===== src/rtl/b16_bus_pkg.sv =====
// Shared types and limits for the b16 memory-port arbiter and its helpers.
package b16_bus_pkg;

   localparam int CW_DEF   = 4;
   localparam int MAX_WAIT = 15;

   typedef enum logic [1:0] {
      IDLE = 2'd0,
      CPU  = 2'd1,
      HOST = 2'd2
   } owner_e;

endpackage


===== src/rtl/bus_wait_cnt.sv =====
// Wait-state down-counter: loads the wait count at slot start, decrements each
// slot cycle and flags the final cycle combinationally (also on the load cycle).
module bus_wait_cnt #(
   parameter int CW = 4
) (
   input  logic          clk,
   input  logic          reset,
   input  logic          load_i,
   input  logic          busy_i,
   input  logic          clr_i,
   input  logic [CW-1:0] wait_i,
   output logic          final_o
);

   logic [CW-1:0] cnt_q, cnt_d, cur;

   always_comb begin
      cur     = load_i ? wait_i : cnt_q;
      final_o = (cur == '0);
      cnt_d   = cnt_q;
      if (clr_i)
         cnt_d = '0;
      else if (load_i || busy_i)
         cnt_d = final_o ? '0 : cur - CW'(1);
   end

   always_ff @(posedge clk or negedge reset) begin
      if (!reset) cnt_q <= '0;
      else        cnt_q <= cnt_d;
   end

endmodule


===== src/rtl/b16_bus_arbiter.sv =====
// Shares the b16 memory port between CPU and host with WAIT wait states per access.
// ARB_RR_EN selects round-robin on contention; otherwise the host always wins.
module b16_bus_arbiter
   import b16_bus_pkg::*;
#(
   parameter int l    = 16,
   parameter int WAIT = 1,
   parameter int CW   = CW_DEF
) (
   input  logic         clk,
   input  logic         reset,
   input  logic         dbg_run,
   output logic         cpu_run,
   input  logic [l-1:0] cpu_addr,
   input  logic         cpu_rd,
   input  logic [1:0]   cpu_wr,
   input  logic [l-1:0] cpu_dout,
   output logic [l-1:0] cpu_din,
   input  logic         h_req,
   input  logic [1:0]   h_we,
   input  logic [l-1:0] h_addr,
   input  logic [l-1:0] h_wdata,
   output logic         h_ack,
   output logic [l-1:0] h_rdata,
   output logic [l-1:0] mem_addr,
   output logic         mem_rd,
   output logic [1:0]   mem_wr,
   output logic [l-1:0] mem_wdata,
   input  logic [l-1:0] mem_rdata
);

   localparam logic [CW-1:0] WAIT_L = CW'(WAIT);

   owner_e         state_q, state_d;
   logic           h_ack_q, h_ack_d;
   logic [l-1:0]   h_rdata_q, h_rdata_d;
   logic           cpu_want, host_want, in_idle;
   logic           grant_cpu, grant_host, own_cpu, own_host;
   logic           abort, cnt_final, slot_final;

   assign cpu_want  = dbg_run & (cpu_rd | (|cpu_wr));
   assign host_want = h_req & ~h_ack_q;
   assign in_idle   = reset & (state_q == IDLE);

`ifdef ARB_RR_EN
   owner_e last_q, last_d;
   assign grant_host = in_idle & host_want & (~cpu_want | (last_q == CPU));
`else
   assign grant_host = in_idle & host_want;
`endif
   assign grant_cpu  = in_idle & cpu_want & ~grant_host;

   // A CPU slot dies as soon as the debugger halts; the host slot always completes.
   assign abort      = (state_q == CPU) & ~dbg_run;
   assign own_cpu    = grant_cpu  | ((state_q == CPU) & dbg_run);
   assign own_host   = grant_host | (state_q == HOST);
   assign slot_final = (own_cpu | own_host) & cnt_final;

   bus_wait_cnt #(.CW(CW)) u_wait_cnt (
      .clk     (clk),
      .reset   (reset),
      .load_i  (grant_cpu | grant_host),
      .busy_i  (state_q != IDLE),
      .clr_i   (abort),
      .wait_i  (WAIT_L),
      .final_o (cnt_final)
   );

   always_comb begin
      mem_addr  = '0;
      mem_wdata = '0;
      mem_rd    = 1'b0;
      mem_wr    = 2'b00;
      if (own_cpu) begin
         mem_addr  = cpu_addr;
         mem_wdata = cpu_dout;
         mem_rd    = cpu_rd;
         if (slot_final) mem_wr = cpu_wr;
      end else if (own_host) begin
         mem_addr  = h_addr;
         mem_wdata = h_wdata;
         mem_rd    = (h_we == 2'b00);
         if (slot_final) mem_wr = h_we;
      end
   end

   assign cpu_run = reset & dbg_run & (~cpu_want | (own_cpu & slot_final));
   assign cpu_din = mem_rdata;
   assign h_ack   = h_ack_q;
   assign h_rdata = h_rdata_q;

   always_comb begin
      state_d = state_q;
      case (state_q)
         IDLE: begin
            if (grant_cpu && !cnt_final)       state_d = CPU;
            else if (grant_host && !cnt_final) state_d = HOST;
         end
         CPU:     if (abort || cnt_final) state_d = IDLE;
         HOST:    if (cnt_final)          state_d = IDLE;
         default: state_d = IDLE;
      endcase
      h_ack_d   = own_host & slot_final;
      h_rdata_d = h_ack_d ? mem_rdata : h_rdata_q;
   end

   always_ff @(posedge clk or negedge reset) begin
      if (!reset) begin
         state_q   <= IDLE;
         h_ack_q   <= 1'b0;
         h_rdata_q <= '0;
      end else begin
         state_q   <= state_d;
         h_ack_q   <= h_ack_d;
         h_rdata_q <= h_rdata_d;
      end
   end

`ifdef ARB_RR_EN
   always_comb begin
      last_d = last_q;
      if (slot_final) last_d = own_cpu ? CPU : HOST;
   end

   always_ff @(posedge clk or negedge reset) begin
      if (!reset) last_q <= HOST;
      else        last_q <= last_d;
   end
`endif

endmodule


===== config.mk =====
export PLATFORM = sky130hd
export DESIGN_NAME = b16_bus_arbiter
export DESIGN_NICKNAME = d
export VERILOG_FILES = /design/src/rtl/b16_bus_pkg.sv /design/src/rtl/bus_wait_cnt.sv /design/src/rtl/b16_bus_arbiter.sv
export SDC_FILE = /design/constraint.sdc
export NUM_CORES = 1
export LEC_CHECK = 0
export CAP_MARGIN = 15
export CORE_AREA = 3 3 89 74
export DETAILED_ROUTE_END_ITERATION = 10
export DIE_AREA = 0 0 92 77
export PLACE_DENSITY = 0.81
export SYNTH_ARGS = -nofsm -noshare
export SYNTH_HDL_FRONTEND = slang
export SYNTH_SLANG_ARGS = --single-unit

===== constraint.sdc =====
create_clock -name clk -period 2.8 [get_ports clk]
set_clock_uncertainty 0.05 [all_clocks]
set_input_delay 0.84 -clock clk [delete_from_list [all_inputs] [get_ports clk]]
set_output_delay 0.84 -clock clk [all_outputs]
set_load 0.02 [all_outputs]

==> results_dict.tcl <==
set metrics [dict create \
    status "complete, but fails checks" \
    violations "setup timing" \
    numCtsBuffers 3 \
    fin_nets 475 \
    n_fill_cell 491 \
    clock_latency_ns 0.26 \
    critical_path.max_fanout 5 \
    first_global_vias 2419 \
    yosys.area.top_type "dfrtp_1" \
    place_hpwl_um 5300 \
    hold_class "reg -> reg" \
    drive_above_1_share_pct 32.7 \
    timing.fmax_mhz 326 \
    p_int_mw 1.81 \
    synth_edf_count 0 \
    cp-startpoint "cpu_rd" \
    seq_area_um2 576 \
    power_density_nw_per_um2 843 \
    grt_pass1_wl_um 12100 \
    switching_share_pct 44.8 \
    die_area_um2 7080 \
    antenna_found_initial 0 \
    rr_startpoint "state_q[1]$_DFFE_PN0P_" \
    synth.avg_cell_area_um2 8.46 \
    drt-total-wl_um 7680 \
    finalCritPeriodShare_pct 109 \
    cpMostUsedCell "buf_6" \
    cts_buffer_depth 2 \
    seq_area_frac_synth_pct 30.4 \
    layout_common_cells "clkdlybuf4s50_1, inv_1, buf_4" \
    max_slew_margin_pct 73.5 \
    slew_viol_final 0 \
    grt_max_degree 35 \
    worst_pin_slew_ns 0.393 \
    leakage_nw 1.75 \
    synthCells 224 \
    ctsHoldBuffers 0 \
    endpoint_kind "output pin" \
    peakVddDrop_v 0.000575 \
    fin_util_pct 66.8 \
    dr.pass1.iters 4 \
    antenna_cells 0 \
    synthTopCellsByArea "dfrtp_1, o31ai_1, o21ai_0" \
    multiInputGateArea_um2 1200 \
    ys_types 35 \
    path_clk_slew_ns 0.08 \
    power.switching_mw 1.47 \
    synth_warnings 0 \
    crit_buf_inv 5 \
    cp.arrival_ns 2.17 \
    drt_iter0_markers 131 \
    crit_path_top_delay_cell "or3_4" \
    syn_area_um2 1890 \
    critical_path.cell_chain "buf_6, or3_4, a31oi_4, buf_6, buf_12, buf_16, o31ai_4, buf_6" \
    async_flop_share_pct 100 \
    slowest_delay_ns 0.39 \
    fp.dieW_um 92 \
    hold_path.startpoint "h_rdata[15]$_DFFE_PN0P_" \
    period_needed_ns 3.06 \
    row_count 25 \
    hold-worst-slack_ns 0.459 \
    grt_setup_unrepaired "yes" \
    timing_hold_violations_final 0 \
    grt_use_total_pct 20.9 \
    via_per_inst 4.90 \
    cts_num_sinks 23 \
    port_buffers 157 \
    routed-via-count 2284 \
    critPathRequiredTime_ns 1.91 \
    combPwrFrac_pct 75.1 \
    core_area_um2 5820 \
    post_drt_wl_per_cell_um 16.5 \
    power_frac_seq_pct 18.8 \
    fp.dieH_um 77 \
    initial_core_util_pct 32.6 \
    criticalPathCategory "in -> out" \
    cts_tree "yes" \
    timing.final.ws_setup_ns -0.263 \
    maxCapViolCount 0 \
    gp_congestion 0.804 \
    synth_nets 313 \
    layout_commonest_cell "clkdlybuf4s50_1" \
    critPathLaunchType "primary input" \
    num_io_pins 158 \
    synth_top_area_share_pct 30.4 \
    ctsRootBufferMaster "clkbuf_8" \
    setup_violations 33 \
    postRouteAntennaNets 0 \
    drcViolationCount 0 \
    crit_family "buffers and inverters" \
    synthFlopType "dfrtp_1" \
    ys_ff_latch 23 \
    htreeDepth 1 \
    grt_overflow 0 \
    p_clk_share_pct 6.1 \
    synthToLayoutAreaGrowth_pct 105 \
]
==> timing repair <==
action | CTS | global route
setup buffers | 7 | 2
pin swaps | 13 | 5
cloned | 4 | 0
gates resized for setup | 276 | 29
endpoints found under the setup margin | 52 | 35
==> worst paths after layout <==
| kind | end | slack (ns) | cells after the start |
|---|---|---|---|
| setup / recovery | mem_addr[0] | -0.26 | 8 |
| hold / removal | h_rdata[15]$_DFFE_PN0P_ | 0.46 | 1 |
| setup reg to reg | h_rdata[8]$_DFFE_PN0P_ | 1.00 | 4 |
| hold reg to reg | h_rdata[15]$_DFFE_PN0P_ | 0.46 | 1 |
| max in group asynchronous | h_rdata[12]$_DFFE_PN0P_ | 1.93 | 2 |
| min in group asynchronous | h_ack$_DFF_PN0_ | 0.54 | 2 |
==> cell usage after synthesis, drive strengths merged, types with 2 or more instances <==
| master | number |
|---|---|
| nand3b | 2 |
| or3 | 3 |
| buf | 23 |
| a211oi | 3 |
| o31ai | 33 |
| clkbuf | 11 |
| inv | 36 |
| mux2 | 16 |
| nand2 | 4 |
| a2111oi | 2 |
| o2111ai | 2 |
| o21ai | 37 |
| nor2 | 6 |
| nand2b | 2 |
| a21oi | 4 |
| a31oi | 3 |
| nor2b | 3 |
| dfrtp | 23 |
==> area by class of cell <==
type | instances | area share [%]
repair buffers | 191 | 46.9
multi-input cells | 131 | 31.0
flip-flops and latches | 23 | 14.8
inverters | 36 | 3.48
well taps | 81 | 2.61
clock buffers | 3 | 1.06
clock inverters | 1 | 0.129
==> metal layers <==
layer | part of all wire [%] | vias to the layer above | GRT usage, %
li1 | - | 1107 | -
met3 | 7.0 | 6 | 5.00
met2 | 51 | 93 | 37.3
met4 | 0.90 | 0 | 3.26
met1 | 41 | 1078 | 25.9
met5 | 0 | - | 0
==> state kept, by name, indices dropped and copies added (netlist names) <==
signal	cells
h_rdata	16
state_q	2
h_ack	1
u_wait_cnt.cnt_q	4
==> metrics by stage <==
| step | instances | power, mW | instance area [µm²] | setup TNS (ns) | setup slack [ns] |
|---|---|---|---|---|---|
| final | 466 | 3.28 | 3890 | -6.37 | -0.263 |
| after global routing | 466 | 3.47 | 3890 | -8.05 | -0.319 |
| after global placement | 451 | 2.77 | 3570 | -30.58 | -0.873 |
| after CTS | 466 | 3.21 | 3810 | -6.45 | -0.270 |
| after floorplan | 224 | 1.82 | 1890 | -2.47 | -0.0857 |
| after detailed placement | 451 | 2.82 | 3570 | -32.01 | -0.920 |
==> logic make-up (layout without fill, tap and decap cells) <==
| logic type | after synthesis | count (layout) | synth area share (%) |
|---|---|---|---|
| mux | 16 | 16 | 11.3 |
| compound gates | 88 | 88 | 30.6 |
| simple gates | 27 | 27 | 9.51 |
| buf+inv | 70 | 231 | 18.2 |
| flops | 23 | 23 | 30.4 |
==> power groups by stage <==
| stage | Sequential (mW) | Clock [mW] | Combinational, mW |
|---|---|---|---|
| finish | 0.616 | 0.201 | 2.46 |
| global route | 0.638 | 0.221 | 2.61 |
| CTS | 0.617 | 0.206 | 2.39 |
| detailed placement | 0.613 | 0 | 2.21 |
| global placement | 0.600 | 0 | 2.17 |
| floorplan | 0.752 | 0 | 1.07 |
Power figures use the tool's default switching activity.
